### config.mk
export PLATFORM = sky130hd
export DESIGN_NAME = display_scan
export DESIGN_NICKNAME = d
export VERILOG_FILES = /design/src/rtl/display_scan.sv
export SDC_FILE = /design/constraint.sdc
export NUM_CORES = 1
export LEC_CHECK = 0
export ABC_AREA = 1
export BUFFER_PORTS_ARGS = -buffer_cell sky130_fd_sc_hd__buf_2
export CELL_PAD_IN_SITES_DETAIL_PLACEMENT = 1
export CELL_PAD_IN_SITES_GLOBAL_PLACEMENT = 1
export CORE_MARGIN = 1
export CORE_UTILIZATION = 37
export CTS_CLUSTER_DIAMETER = 30
export DETAILED_ROUTE_END_ITERATION = 8
export PLACE_DENSITY_LB_ADDON = 0.1
export SLEW_MARGIN = 0
export SYNTH_ARGS = -nofsm -noshare
export SYNTH_HDL_FRONTEND = slang
export SYNTH_SLANG_ARGS = --single-unit
### constraint.sdc
create_clock -name CLK -period 1.9 [get_ports CLK]
set_clock_uncertainty 0.2 [all_clocks]
set_input_delay 0.38 -clock CLK [delete_from_list [all_inputs] [get_ports CLK]]
set_output_delay 0.38 -clock CLK [all_outputs]
set_load 0.05 [all_outputs]
### src/rtl/display_scan.sv
// Eight-digit multiplexed seven-segment scanner with per-frame snapshot.
// Optional leading-zero blanking when DISPLAY_SCAN_LZB_EN is defined.
module display_scan #(
  parameter int unsigned PRESCALE = 100000
) (
  input  logic        CLK,
  input  logic        RST,
  input  logic        EN,
  input  logic [31:0] VALUE,
  input  logic [7:0]  DP_MASK,
  output logic [7:0]  AN,
  output logic [3:0]  DIGIT,
  output logic        DP,
  output logic        FRAME
);

  localparam int CW = 24;
  localparam logic [CW-1:0] LAST = CW'(PRESCALE - 1);

  logic [CW-1:0] cnt;
  logic [2:0]    idx;
  logic [2:0]    nidx;
  logic [31:0]   sval;
  logic [7:0]    smask;
  logic          live;
  logic          tick;
  logic          wrap;
  logic [31:0]   src_val;
  logic [7:0]    src_mask;
  logic [7:0]    blank;
  logic [7:0]    cold;

  assign tick     = (cnt == LAST);
  assign wrap     = tick && (idx == 3'd7);
  assign nidx     = idx + 3'd1;
  assign src_val  = wrap ? VALUE : sval;
  assign src_mask = wrap ? DP_MASK : smask;

  // Digits to keep dark: leading zeros without a decimal point
  always_comb begin
    blank = '0;
`ifdef DISPLAY_SCAN_LZB_EN
    for (int i = 1; i < 8; i++) begin
      blank[i] = ((sval >> (4 * i)) == 32'd0) && !smask[i];
    end
`endif
  end

  // One-cold anode pattern for the current digit
  always_comb begin
    cold = ~(8'd1 << idx) | blank;
  end

  // Prescaler, digit index, snapshot and registered outputs
  always_ff @(posedge CLK) begin
    if (RST) begin
      cnt   <= '0;
      idx   <= 3'd7;
      sval  <= '0;
      smask <= '0;
      live  <= 1'b0;
      AN    <= 8'hFF;
      DIGIT <= 4'h0;
      DP    <= 1'b1;
      FRAME <= 1'b0;
    end else begin
      cnt   <= tick ? '0 : cnt + 1'b1;
      FRAME <= wrap;
      if (tick) begin
        idx   <= nidx;
        live  <= 1'b1;
        AN    <= 8'hFF;
        DIGIT <= src_val[{nidx, 2'b00} +: 4];
        DP    <= ~src_mask[nidx];
        if (wrap) begin
          sval  <= VALUE;
          smask <= DP_MASK;
        end
      end else begin
        AN <= (EN && live) ? cold : 8'hFF;
      end
    end
  end

endmodule

## Word-level counts from Yosys, hierarchy flattened

Cells that the tools add are included.

| operators by class | value |
|---|---|
| add/subtract/negate cells | 2 |
| $lt $le $gt $ge | 1 |
| equality and inequality tests | 2 |
| shifts and indexed selects | 2 |
| multiplexer cells | 4 |
| bitwise operators | 3 |
| reduce and logical (&&, ||, !) cells | 4 |

Operator list:

| kind | number |
|---|---|
| 32-bit 2-to-1 mux | 1 |
| 32-bit by 6-bit indexed part select with 4-bit output | 1 |
| 24-bit by 1-bit adder with 24-bit output, second input constant | 1 |
| 24-bit by 17-bit equality test with 1-bit output, second input constant | 1 |
| 8-bit 2-to-1 mux | 1 |
| 8-bit inverter | 1 |
| 1-bit by 3-bit << shifter with 8-bit output, first input constant | 1 |
| 3-bit by 4-bit less-than comparator with 1-bit output, second input constant | 1 |
| 3-bit by 1-bit adder with 3-bit output, second input constant | 1 |
| 1-bit binary-select mux with 3-bit select | 1 |
| 3-bit equality test, second input constant | 1 |
| 3-bit OR reduction | 1 |
| 1-bit logical AND | 2 |
| 1-bit inverter | 2 |
| 2-bit OR reduction | 1 |
| 1-bit 2-to-1 mux | 1 |

| storage, ports and cells | value |
|---|---|
| register bits | 82 |
| output and inout bits | 14 |
| logic and storage cells | 27 |

## Longest topological paths before layout

Gate-level depths: netlist of run 1.

| logic depth | value |
|---|---|
| depth after elaboration | 6 |
| depth in mapped cells | 15 |
| mapped depth without buffers | 14 |

## Worst setup path after synthesis of run 1

OpenSTA, ideal clock, no wires.

| timing | value |
|---|---|
| path kind | register to register |
| start point | register idx[0] |
| end point | register DIGIT[1] |
| arrival | 1.717 ns |
| required time | 1.590 ns |
| path slack | -0.126 ns |
| stages on the path, launching flop included | 12 |
| path buffers | 2 |
| period minus slack after synthesis | 2.026 ns |
| path through | dfxtp_1 -> ha_1 -> ha_1 -> buf_2 -> clkbuf_1 -> nand4_1 -> nand3_1 -> nand3_1 -> nand3_1 -> nand3_1 -> nand2_1 -> inv_1 |

| between the ends | value |
|---|---|
| longest elaborated chain between the ends | 4 |
| elaborated cells on any way between the ends | 5 |
| those cells by class | add/sub: 1; eq/ne: 1; shift: 1; mux: 1; reduce/logical: 1 |

Ends and longest elaborated chain:

| element | RTL line | text |
|---|---|---|
| from (decl) | 21 | `logic [2:0] idx;` |
| from (signal assigned) | 70 | `idx <= nidx;` |
| parallel branches: the longest is 3 deep, another holds 3-bit by 1-bit adder with 3-bit output | -- |  |
| 32-bit by 6-bit indexed part select with 4-bit output * | 73 | `DIGIT <= src_val[{nidx, 2'b00} +: 4];` |
| to (signal assigned) | 73 |  |
| to (decl) | 12 | `output logic [3:0] DIGIT,` |

Every way passes the cells marked *.
A chain may end at the register's enable or synchronous reset.

## Final worst setup path of run 1

| timing | value |
|---|---|
| start point | register cnt[1] |
| end point | register DIGIT[3] |

| between the ends | value |
|---|---|
| longest elaborated chain between the ends | 4 |

Ends and longest elaborated chain:

| element | RTL line | text |
|---|---|---|
| from (decl) | 20 | `logic [CW-1:0] cnt;` |
| from (signal assigned) | 67 | `cnt <= tick ? '0 : cnt + 1'b1;` |
| 24-bit by 17-bit equality test with 1-bit output * | 33 | `assign tick = (cnt == LAST);` |
| 1-bit logical AND | 34 | `assign wrap = tick && (idx == 3'd7);` |
| 32-bit 2-to-1 mux | -- |  |
| 32-bit by 6-bit indexed part select with 4-bit output | 73 |  |

Mark *: on every way between the ends. The rest lies on a longest branch, timed or not.

==> summary.txt, run 1 <==
Status - finished, violations left
Violated checks - negative setup slack
Post-layout min period - 2.08 ns
Top delay family on crit path - simple AND/OR/NAND/NOR gates
Synthesized Nets - 609
Core box area - 0.0105 mm²
GR Layer Usage met2 - 42.8%
Final core utilization - 55.3%
Maximum net fanout on the critical path - 17
CTS buffer count - 9
Fin Setup TNS - -1.63 ns
Largest net degree at the start of global routing - 45
DP HPWL - 9.07 mm
Antenna violations before repair - 0
Worst slew pin tran - 0.509 ns
Fin Hold WS - 0.0545 ns
Synth cell types - 34
Nets - 756
Critical Path RT - 1.99 ns
CTS sink count - 82
VDD IR max - 0.000273 V
Power per cell area - 586 mW/mm²
Port Buf Inserts - 56
Slack of the critical path - -0.180 ns
CTS tree - yes
Max-cap violations - 0
Tot GR Track Use - 23.5%
H-tree levels - 3
CTS root buf - clkbuf_8
Crit share post-route - 109%
Die area - 0.0114 mm²
Synth Warn # - 0
Final hold violation count - 0
Top area cells in the synthesized netlist - dfxtp_1 41%, nand2_1 9.9%, nand3_1 9.6%, inv_1 6.6%, nand4_1 5.3%
Ant diodes - 0
CP bufs+invs - 2
Layout cells sized above 1 - 38.0%
GR Layer Usage met3 - 3.28%
Busiest layer in global routing - met2
Remaining DRCs - 0
First-pass GRT wire length - 20.7 mm
Register bit total from synthesis - 82
Vias in the first global route - 4432
Starting Density - 38.7%
DR vias - 4259
Leakage - 2.75 nW
Remaining Overflow, GRT - 0
Area fraction of the dominant cell type after synthesis - 40.5%
Drt wl/cell - 15.2 µm
Top cell by count, worst path - nand3_2
Final wirelength - 12.9 mm
CTS Hold Bufs - 0
CP cell instances - ha_4 -> nand2_4 -> nor2_8 -> nand3_4 -> nor2_8 -> buf_12 -> nand4_1 -> nand3_2 -> nand3_2 -> nand3_2 -> nand3_2 -> nand2_1 -> inv_1
Max Clk Rate - 0.481 GHz
CP arrival - 2.17 ns
Die W - 107 µm
CP max stage cell - dfxtp_2
Max Buffers Root-to-Sink - 2
Worst hold path type - in2reg
Sequential fraction of the synthesis area - 40.5%
Setup crit start kind - register
Synth area leader - dfxtp_1
Core Rows - 37
Design Power - 3.39 mW
Synthesized area - 0.00405 mm²
Met1 usage - 27.1%
Drt first pass iters - 5
Syn Area/Cell - 7.24 µm²
Initial DRC count - 152
Post-Place Setup Slack - -0.212 ns
Synthesis-to-finish area growth - 43.0%
Routability cong. - 0.751
RSZ-0062 raised after global routing - yes
Worst Setup Path Type - reg2reg
Ports - 57
Max-slew headroom - 66.1%
Clk Latency, worst-skew pair - 0.38 ns
Slowest stage delay, CP - 0.36 ns
Pins over their slew limit - 0
Gate Count Post-Synth - 559
CP endpoint kind - register
Routed vias/inst - 5.03
Worst-path clk slew - 0.09 ns
Die height - 107 µm
Antenna viol nets, final - 0
Setup Viol. Count Final - 23
timing repair:
item	in CTS	in global routing
buffers inserted	7	5
gates resized for setup	22	42
pin swaps	10	11
setup endpoints to repair	41	55
report_power, final:
part           switching [mW]  internal (mW)
sequential            0.00519           1.72
clock                   0.692          0.846
combinational          0.0666         0.0605
total                   0.764           2.63
cells in the final DEF, fill, tap and decap left out, types with 2 or more instances in the layout:
| master | synthesis | routed |
|---|---|---|
| a21oi_1 | 35 | 32 |
| a21oi_2 | 0 | 3 |
| a31oi_1 | 2 | 2 |
| buf_12 | 0 | 10 |
| buf_2 | 6 | 56 |
| buf_4 | 3 | 85 |
| buf_6 | 4 | 9 |
| bufinv_16 | 0 | 2 |
| clkbuf_8 | 0 | 12 |
| dfxtp_1 | 82 | 77 |
| dfxtp_2 | 0 | 5 |
| ha_1 | 7 | 6 |
| inv_1 | 71 | 69 |
| inv_2 | 6 | 7 |
| nand2_1 | 107 | 90 |
| nand2_2 | 15 | 26 |
| nand2_4 | 1 | 7 |
| nand3_1 | 78 | 62 |
| nand3_2 | 3 | 17 |
| nand3_4 | 2 | 4 |
| nand4_1 | 34 | 34 |
| nor2_1 | 47 | 44 |
| nor2_2 | 3 | 3 |
| nor2_4 | 3 | 6 |
| nor2_8 | 3 | 3 |
| nor3_1 | 8 | 8 |
| o21ai_0 | 10 | 5 |
| o21ai_1 | 1 | 4 |
| o21ai_2 | 3 | 5 |
| or2_2 | 2 | 2 |
| xor2_1 | 3 | 3 |
path summary, 6_finish.rpt:
kind | from | endpoint | slack [ns] | cells after the start
min reg2reg | sval[13]$_SDFFE_PP0P_ | sval[13]$_SDFFE_PP0P_ | 0.28 | 2
max reg2reg | cnt[1]$_SDFF_PP0_ | DIGIT[3]$_SDFFE_PP0P_ | -0.18 | 13
min | DP_MASK[2] | smask[2]$_SDFFE_PP0P_ | 0.05 | 3
max | cnt[1]$_SDFF_PP0_ | DIGIT[3]$_SDFFE_PP0P_ | -0.18 | 13
registers in the layout, summed over array words and instances, names as in the netlist:
register / count
AN: 8
DIGIT: 4
DP: 1
FRAME: 1
cnt: 24
idx: 3
live: 1
smask: 8
sval: 32
synth_stat cells:
cell	instances
nand3b_4	1
buf_6	4
nand3_4	2
nor3_1	8
nand2_4	1
nor2_8	3
inv_2	6
nand4_1	34
o21ai_1	1
nor2_2	3
buf_4	3
nor2_1	47
o21ai_2	3
o21ai_0	10
clkbuf_1	11
or2_0	1
inv_1	71
nor2_4	3
xor2_1	3
nand3_2	3
nor3_2	2
a21oi_1	35
nand3_1	78
a31oi_1	2
nand2_2	15
o21a_1	1
or2_2	2
clkinv_1	1
dfxtp_1	82
ha_1	7
nor3b_1	2
nand2_1	107
buf_2	6
a22oi_1	1
kinds of logic after synthesis:
group | after synthesis | share of synthesized area, %
AOI/OAI and AO/OA | 53 | 7.02
DFF | 82 | 40.5
adders and majority gates | 7 | 2.16
buffers and inverters | 102 | 10.7
xor gates and xnor gates | 3 | 0.649
and+or+nand+nor | 312 | 39.0
tightest hold or removal path: stages:
cell and delay (ns):
buf_2 0.09, o21ai_2 0.06, nor2_1 0.07
layer usage:
layer  vias up  wire [µm]
li1       2111          -
met1      2058       5320
met2        65       6810
met3        25        391
met4         0        354
met5         -          0
area by class of cell:
type / count / area [µm²]
tap: 136 / 170
clock buffer: 12 / 165
fill: 1368 / 4670
multi-input combinational: 375 / 2210
clock inverter: 4 / 72.6
timing repair buffer: 160 / 1220
inverter: 78 / 305
sequential: 82 / 1650
metrics by stage:
stage	cell area, µm²	std cells
2_1_floorplan	4140	559
3_3_place_gp	5240	819
3_5_place_dp	5240	819
5_1_grt	5790	847
6_report	5790	847
4_1_cts	5600	842
No activity file was read; power rests on OpenSTA's default activity.
==> run 2, diff against run 1 <==
--- a/config.mk
+++ b/config.mk
@@ -9,6 +9,7 @@
 export BUFFER_PORTS_ARGS = -buffer_cell sky130_fd_sc_hd__buf_2
 export CELL_PAD_IN_SITES_DETAIL_PLACEMENT = 1
 export CELL_PAD_IN_SITES_GLOBAL_PLACEMENT = 1
+export CORE_ASPECT_RATIO = 0.9
 export CORE_MARGIN = 1
 export CORE_UTILIZATION = 37
 export CTS_CLUSTER_DIAMETER = 30
==> summary.txt, run 2 (synthesis gave the netlist of run 1 again) <==
Max Clk Rate - 0.463 GHz (-3.7%)
Slack of the critical path - -0.259 ns (-0.0789 ns)
Setup Viol. Count Final - 16 (-30%)
Core Rows - 35 (-5.4%)
H-tree levels - 3 (unchanged)
Worst Setup SP - cnt[0]$_SDFF_PP0_
Largest register by flop count - sval
Core box area - 0.0104 mm² (-0.38%)
Nets - 776 (+2.6%)
Fin Setup TNS - -1.89 ns (-0.262 ns)
Remaining DRCs - 4 (+4)
Status - finished, violations left
R2R depth - 15 (+2)
Synthesis-to-finish area growth - 57.3%
RSZ-0062 raised after global routing - yes
Combinational cell fraction of total power - 4.0% (+0.3 points)
Max-cap violations - 0 (unchanged)
Hold EP - smask[3]$_SDFFE_PP0P_
Routed vias/inst - 5.19 (+3.3%)
Initial DRC count - 211 (+39%)
Power per cell area - 550 mW/mm² (-6.2%)
Maximum net fanout on the critical path - 4 (-13)
Routability cong. - 0.823 (+9.6%)
VDD IR max - 0.000485 V (+78%)
Sequential power share - 49.4% (-1.5 points)
First-pass GRT wire length - 22.5 mm (+8.5%)
CTS tree - yes
CTS sink count - 82 (unchanged)
Crit share post-route - 114% (+4.2 points)
Net switching power - 0.798 mW (+4.5%)
Post-Place Setup Slack - -0.232 ns (-0.0197 ns)
Port Buf Inserts - 56 (unchanged)
Critical Path RT - 1.99 ns (about the same)
DR vias - 4466 (+4.9%)
Remaining Overflow, GRT - 0 (unchanged)
Clk Latency, worst-skew pair - 0.35 ns (-0.03 ns)
Antenna viol nets, final - 0 (unchanged)
Int Power - 2.70 mW (+2.8%)
Worst hold path depth - 3 (unchanged)
Max Buffers Root-to-Sink - 2 (unchanged)
Ports - 57 (unchanged)
Post-layout min period - 2.16 ns (+0.0789 ns)
Die W - 112 µm (+5.3%)
Die height - 101 µm (-5.0%)
Largest regs - sval (32), cnt (24)
Hold Startpoint - DP_MASK[3]
Antenna violations before repair - 0 (unchanged)
Most frequent cells in the layout - 102 x buf_4, 73 x nand2_1, 71 x dfxtp_1
Leakage - 2.97 nW (+7.9%)
DP HPWL - 9.47 mm (+4.4%)
Setup crit start kind - register
Worst-path clk slew - 0.06 ns (-0.03 ns)
Ant diodes - 0 (unchanged)
Max reg flops - 32 (unchanged)
Worst R2R End - DIGIT[2]$_SDFFE_PP0P_
Tot GR Track Use - 25.8% (+2.2 points)
Pins over their slew limit - 0 (unchanged)
R2R Setup Slk - -0.26 ns (-0.08 ns)
Critical R2R Launch - cnt[0]$_SDFF_PP0_
Largest net degree at the start of global routing - 45 (unchanged)
Finished Layout Cells - 860 (+1.5%)
Design Power - 3.50 mW (+3.2%)
Final wirelength - 15.4 mm (+20%)
Fill cells - 1261 (-7.8%)
Final hold violation count - 0 (unchanged)
Max-slew headroom - 64.7% (-1.3 points)
Worst slew pin tran - 0.529 ns (+0.0197 ns)
Die area - 0.0114 mm² (unchanged)
Placed Cells - 824 (+0.61%)
Starting Density - 38.8% (+0.15 points)
Fin Hold WS - 0.113 ns (+0.0589 ns)
CTS Hold Bufs - 0 (unchanged)
CTS buffer count - 9 (unchanged)
Switch share - 22.8% (+0.28 points)
Vias in the first global route - 4556 (+2.8%)
Layout cells sized above 1 - 48.4% (+10 points)
CTS root buf - clkbuf_16
Drt wl/cell - 17.9 µm (+18%)
Most common cell after layout, fill and taps aside - buf_4
Worst hold path type - in2reg
Violated checks - design-rule violations, negative setup slack
CP endpoint kind - register
Drt first pass iters - 6 (+1)
CP arrival - 2.25 ns (+0.08 ns)
Worst Setup Path Type - reg2reg
Clock power share - 46.6% (+1.3 points)
[run 2: cell types whose count changed in the layout (fill, tap and decap cells not counted), sizes merged]
cell      previous run  this run
buf                160       179
clkinv               3         5
clkinvlp             1         2
bufinv               2         0
[run 2: stage by stage]
| stage | cell area [µm²] | util [%] |
|---|---|---|
| after floorplan | 4140 | - |
| after global placement | 5300 | 50.9 |
| after detailed placement | 5300 | 50.9 |
| after CTS | 5990 | 57.5 |
| after global routing | 6370 | 61.1 |
| final | 6370 | 61.1 |
[run 2: what timing repair did]
item | 4_1_cts | 5_1_grt
gates cloned | 2 | 1
resized for setup | 72 | 94
pin swaps | 23 | 16
setup buffers | 10 | 9
endpoints found under the setup margin | 52 | 67
[run 2: metal layers]
metal	vias up	part of all wire (%)	track usage [%]
met3	26	4.1	5.21
met5	-	0	0
met2	112	51	45.5
met1	2173	43	31.6
li1	2155	-	-
met4	0	2.0	8.62
[run 2: worst max-delay path, stage by stage, from the launching register on]
cell	delay (ns)
dfxtp_2	0.35
ha_4	0.16
nand2_4	0.07
nor2_8	0.13
nand3_4	0.10
nor2_8	0.13
nand3_4	0.12
buf_12	0.17
buf_16	0.14
nand2_4	0.06
nand3_2	0.08
nand3_2	0.10
nand3_2	0.08
nand3_1	0.12
nand2_1	0.06
inv_1	0.05
[run 2: worst max-delay path by stage]
| stage | to | slack [ns] | cells after the start |
|---|---|---|---|
| 6_report | DIGIT[2]$_SDFFE_PP0P_ | -0.26 | 15 |
| 5_1_grt | DIGIT[0]$_SDFFE_PP0P_ | -0.36 | 11 |
| 4_1_cts | DIGIT[3]$_SDFFE_PP0P_ | -0.20 | 15 |
| 3_5_place_dp | DIGIT[3]$_SDFFE_PP0P_ | -0.23 | 11 |
| 3_3_place_gp | DIGIT[2]$_SDFFE_PP0P_ | -0.19 | 11 |
| 2_1_floorplan | DIGIT[2]$_SDFFE_PP0P_ | 0.01 | 15 |
[run 2: power by group through the flow]
stage	combinational [mW]	sequential, mW	clock (mW)
floorplan	0.0417	1.77	0
global placement	0.122	1.77	0
detailed placement	0.126	1.77	0
CTS	0.130	1.73	1.66
global route	0.153	1.73	1.71
finish	0.140	1.73	1.63
[run 2: area by class of cell]
| class | count | area [µm²] | share of cell area, % |
|---|---|---|---|
| inverter | 78 | 313 | 4.91 |
| sequential | 82 | 1660 | 26.0 |
| clock inverter | 5 | 30.0 | 0.472 |
| multi-input combinational | 375 | 2540 | 39.9 |
| timing repair buffer | 180 | 1420 | 22.3 |
| clock buffer | 11 | 243 | 3.81 |
| tap | 129 | 161 | 2.53 |
==> run 3, diff against run 2 <==
--- a/config.mk
+++ b/config.mk
@@ -15,6 +15,7 @@
 export CTS_CLUSTER_DIAMETER = 30
 export DETAILED_ROUTE_END_ITERATION = 8
 export PLACE_DENSITY_LB_ADDON = 0.1
+export SETUP_SLACK_MARGIN = 0.05
 export SLEW_MARGIN = 0
 export SYNTH_ARGS = -nofsm -noshare
 export SYNTH_HDL_FRONTEND = slang
==> summary.txt, run 3 (synthesis gave the netlist of run 1 again) <==
Status - finished, violations left
Violated checks - design-rule violations, negative setup slack
Post-layout min period - 2.12 ns (-0.0413 ns)
Initial DRC count - 157 (-26%)
Max-slew headroom - 65.8% (+1.1 points)
Max Clk Rate - 0.472 GHz (+2.0%)
Die height - 101 µm (unchanged)
Nets - 766 (-1.3%)
Clk Latency, worst-skew pair - 0.35 ns (about the same)
Remaining DRCs - 5 (+1)
CTS sink count - 82 (unchanged)
Placed Cells - 821 (-0.36%)
Core Rows - 35 (unchanged)
Critical Path RT - 2.00 ns (about the same)
Most frequent cells in the layout - 91 x buf_4, 81 x nand2_1, 73 x dfxtp_1
Combinational cell fraction of total power - 4.0% (about the same)
Max Buffers Root-to-Sink - 2 (unchanged)
CTS root buf - clkbuf_16
Most common cell after layout, fill and taps aside - buf_4
CTS buffer count - 9 (unchanged)
Critical R2R Launch - cnt[1]$_SDFF_PP0_
VDD IR max - 0.000380 V (-22%)
Worst R2R End - DIGIT[2]$_SDFFE_PP0P_
Ports - 57 (unchanged)
Max reg flops - 32 (unchanged)
Starting Density - 38.8% (unchanged)
Layout cells sized above 1 - 43.0% (-5.4 points)
Core box area - 0.0104 mm² (unchanged)
RSZ-0062 raised after global routing - yes
Clock power share - 50.5% (+3.9 points)
Drt wl/cell - 17.3 µm (-3.4%)
Synthesis-to-finish area growth - 51.5%
Design Power - 3.80 mW (+8.4%)
Die W - 112 µm (unchanged)
Tot GR Track Use - 25.0% (-0.74 points)
H-tree levels - 3 (unchanged)
Worst Setup SP - cnt[1]$_SDFF_PP0_
CTS tree - yes
Crit share post-route - 111% (-2.2 points)
Setup Viol. Count Final - 22 (+6)
Largest net degree at the start of global routing - 45 (unchanged)
Antenna violations before repair - 0 (unchanged)
Setup crit start kind - register
Worst Setup EP - DIGIT[2]$_SDFFE_PP0P_
Final hold violation count - 0 (unchanged)
Net switching power - 0.820 mW (+2.8%)
Fin Hold WS - 0.101 ns (-0.0124 ns)
Vias in the first global route - 4532 (-0.53%)
Final wirelength - 14.7 mm (-4.6%)
Drt first pass iters - 7 (+1)
Worst Setup Path Type - reg2reg
Leakage - 2.85 nW (-4.0%)
Fill cells - 1302 (+3.3%)
Routability cong. - 0.800 (-2.9%)
Ant diodes - 0 (unchanged)
Pins over their slew limit - 0 (unchanged)
First-pass GRT wire length - 22.0 mm (-2.1%)
R2R Setup Slk - -0.22 ns (+0.04 ns)
CTS Hold Bufs - 0 (unchanged)
Slack of the critical path - -0.218 ns (+0.0413 ns)
Routed vias/inst - 5.16 (-0.64%)
Worst slew pin tran - 0.512 ns (-0.0166 ns)
Worst hold path type - in2reg
Power per cell area - 619 mW/mm² (+13%)
Port Buf Inserts - 56 (unchanged)
Largest regs - sval (32), cnt (24)
CP endpoint kind - register
Int Power - 2.97 mW (+10%)
R2R depth - 14 (-1)
Worst-path clk slew - 0.06 ns (about the same)
CP arrival - 2.22 ns (-0.03 ns)
Remaining Overflow, GRT - 0 (unchanged)
Sequential power share - 45.5% (-3.9 points)
Die area - 0.0114 mm² (unchanged)
Antenna viol nets, final - 0 (unchanged)
Largest register by flop count - sval
Maximum net fanout on the critical path - 14 (+10)
Finished Layout Cells - 850 (-1.2%)
DP HPWL - 9.51 mm (+0.39%)
Switch share - 21.6% (-1.2 points)
Post-Place Setup Slack - -0.261 ns (-0.0287 ns)
Max-cap violations - 0 (unchanged)
DR vias - 4386 (-1.8%)
==> run 3: power by group through the flow <==
stage	Combinational [mW]	Sequential [mW]	Clock, mW
3_5_place_dp	0.124	1.77	0
3_3_place_gp	0.123	1.77	0
2_1_floorplan	0.0417	1.77	0
4_1_cts	0.130	1.73	1.94
6_report	0.151	1.73	1.92
5_1_grt	0.164	1.73	2.00
==> run 3: cell type report <==
cell class                 count  area, µm²  share of cell area (%)
timing repair buffer         170       1360                    22.2
inverter                      78        313                    5.10
sequential                    82       1660                    27.0
clock buffer                  10        239                    3.90
tap                          129        161                    2.63
clock inverter                 6       80.1                    1.31
multi-input combinational    375       2320                    37.8
==> run 3: repair_timing <==
item                       in CTS  in global routing
resized for setup              40                 65
setup endpoints to repair      60                 81
pin swaps                      12                 18
gates cloned                    0                  2
buffers inserted                6                  7
==> run 3: through the flow <==
stage,TNS (ns),instance area (µm²),utilization (%)
2_1_floorplan,0,4160,-
5_1_grt,-4.32,6130,58.8
3_3_place_gp,-4.90,5330,51.1
4_1_cts,-1.31,5830,55.9
6_report,-1.91,6130,58.8
3_5_place_dp,-5.35,5330,51.1
==> run 3: worst min path at each step <==
stage                                     start               endpoint  slack (ns)  cells after the start
after floorplan               cnt[0]$_SDFF_PP0_      cnt[0]$_SDFF_PP0_        0.22                      1
after global placement    sval[19]$_SDFFE_PP0P_  sval[19]$_SDFFE_PP0P_        0.25                      2
after detailed placement  sval[19]$_SDFFE_PP0P_  sval[19]$_SDFFE_PP0P_        0.26                      2
after CTS                            DP_MASK[6]  smask[6]$_SDFFE_PP0P_        0.10                      3
after global routing                 DP_MASK[6]  smask[6]$_SDFFE_PP0P_        0.10                      3
final                                DP_MASK[6]  smask[6]$_SDFFE_PP0P_        0.10                      3
==> run 3: per-layer routing <==
metal | wire length [µm] | GRT usage, % | vias up
li1 | - | - | 2134
met1 | 6320 | 28.9 | 2121
met2 | 7460 | 46.1 | 104
met3 | 655 | 5.98 | 27
met4 | 262 | 7.69 | 0
met5 | 0 | 0 | -
==> run 3: worst max-delay path, stage by stage, from the launching register on <==
cell and delay, ns:
dfxtp_2 0.35, ha_4 0.15, nand2_4 0.06, nor2_8 0.16
nand3_4 0.11, nor2_8 0.17, nand3_4 0.11, buf_12 0.17
nand2_2 0.07, nand3_1 0.08, nand3_1 0.13, nand3_2 0.11
nand3_1 0.09, nand2_1 0.05, inv_1 0.04
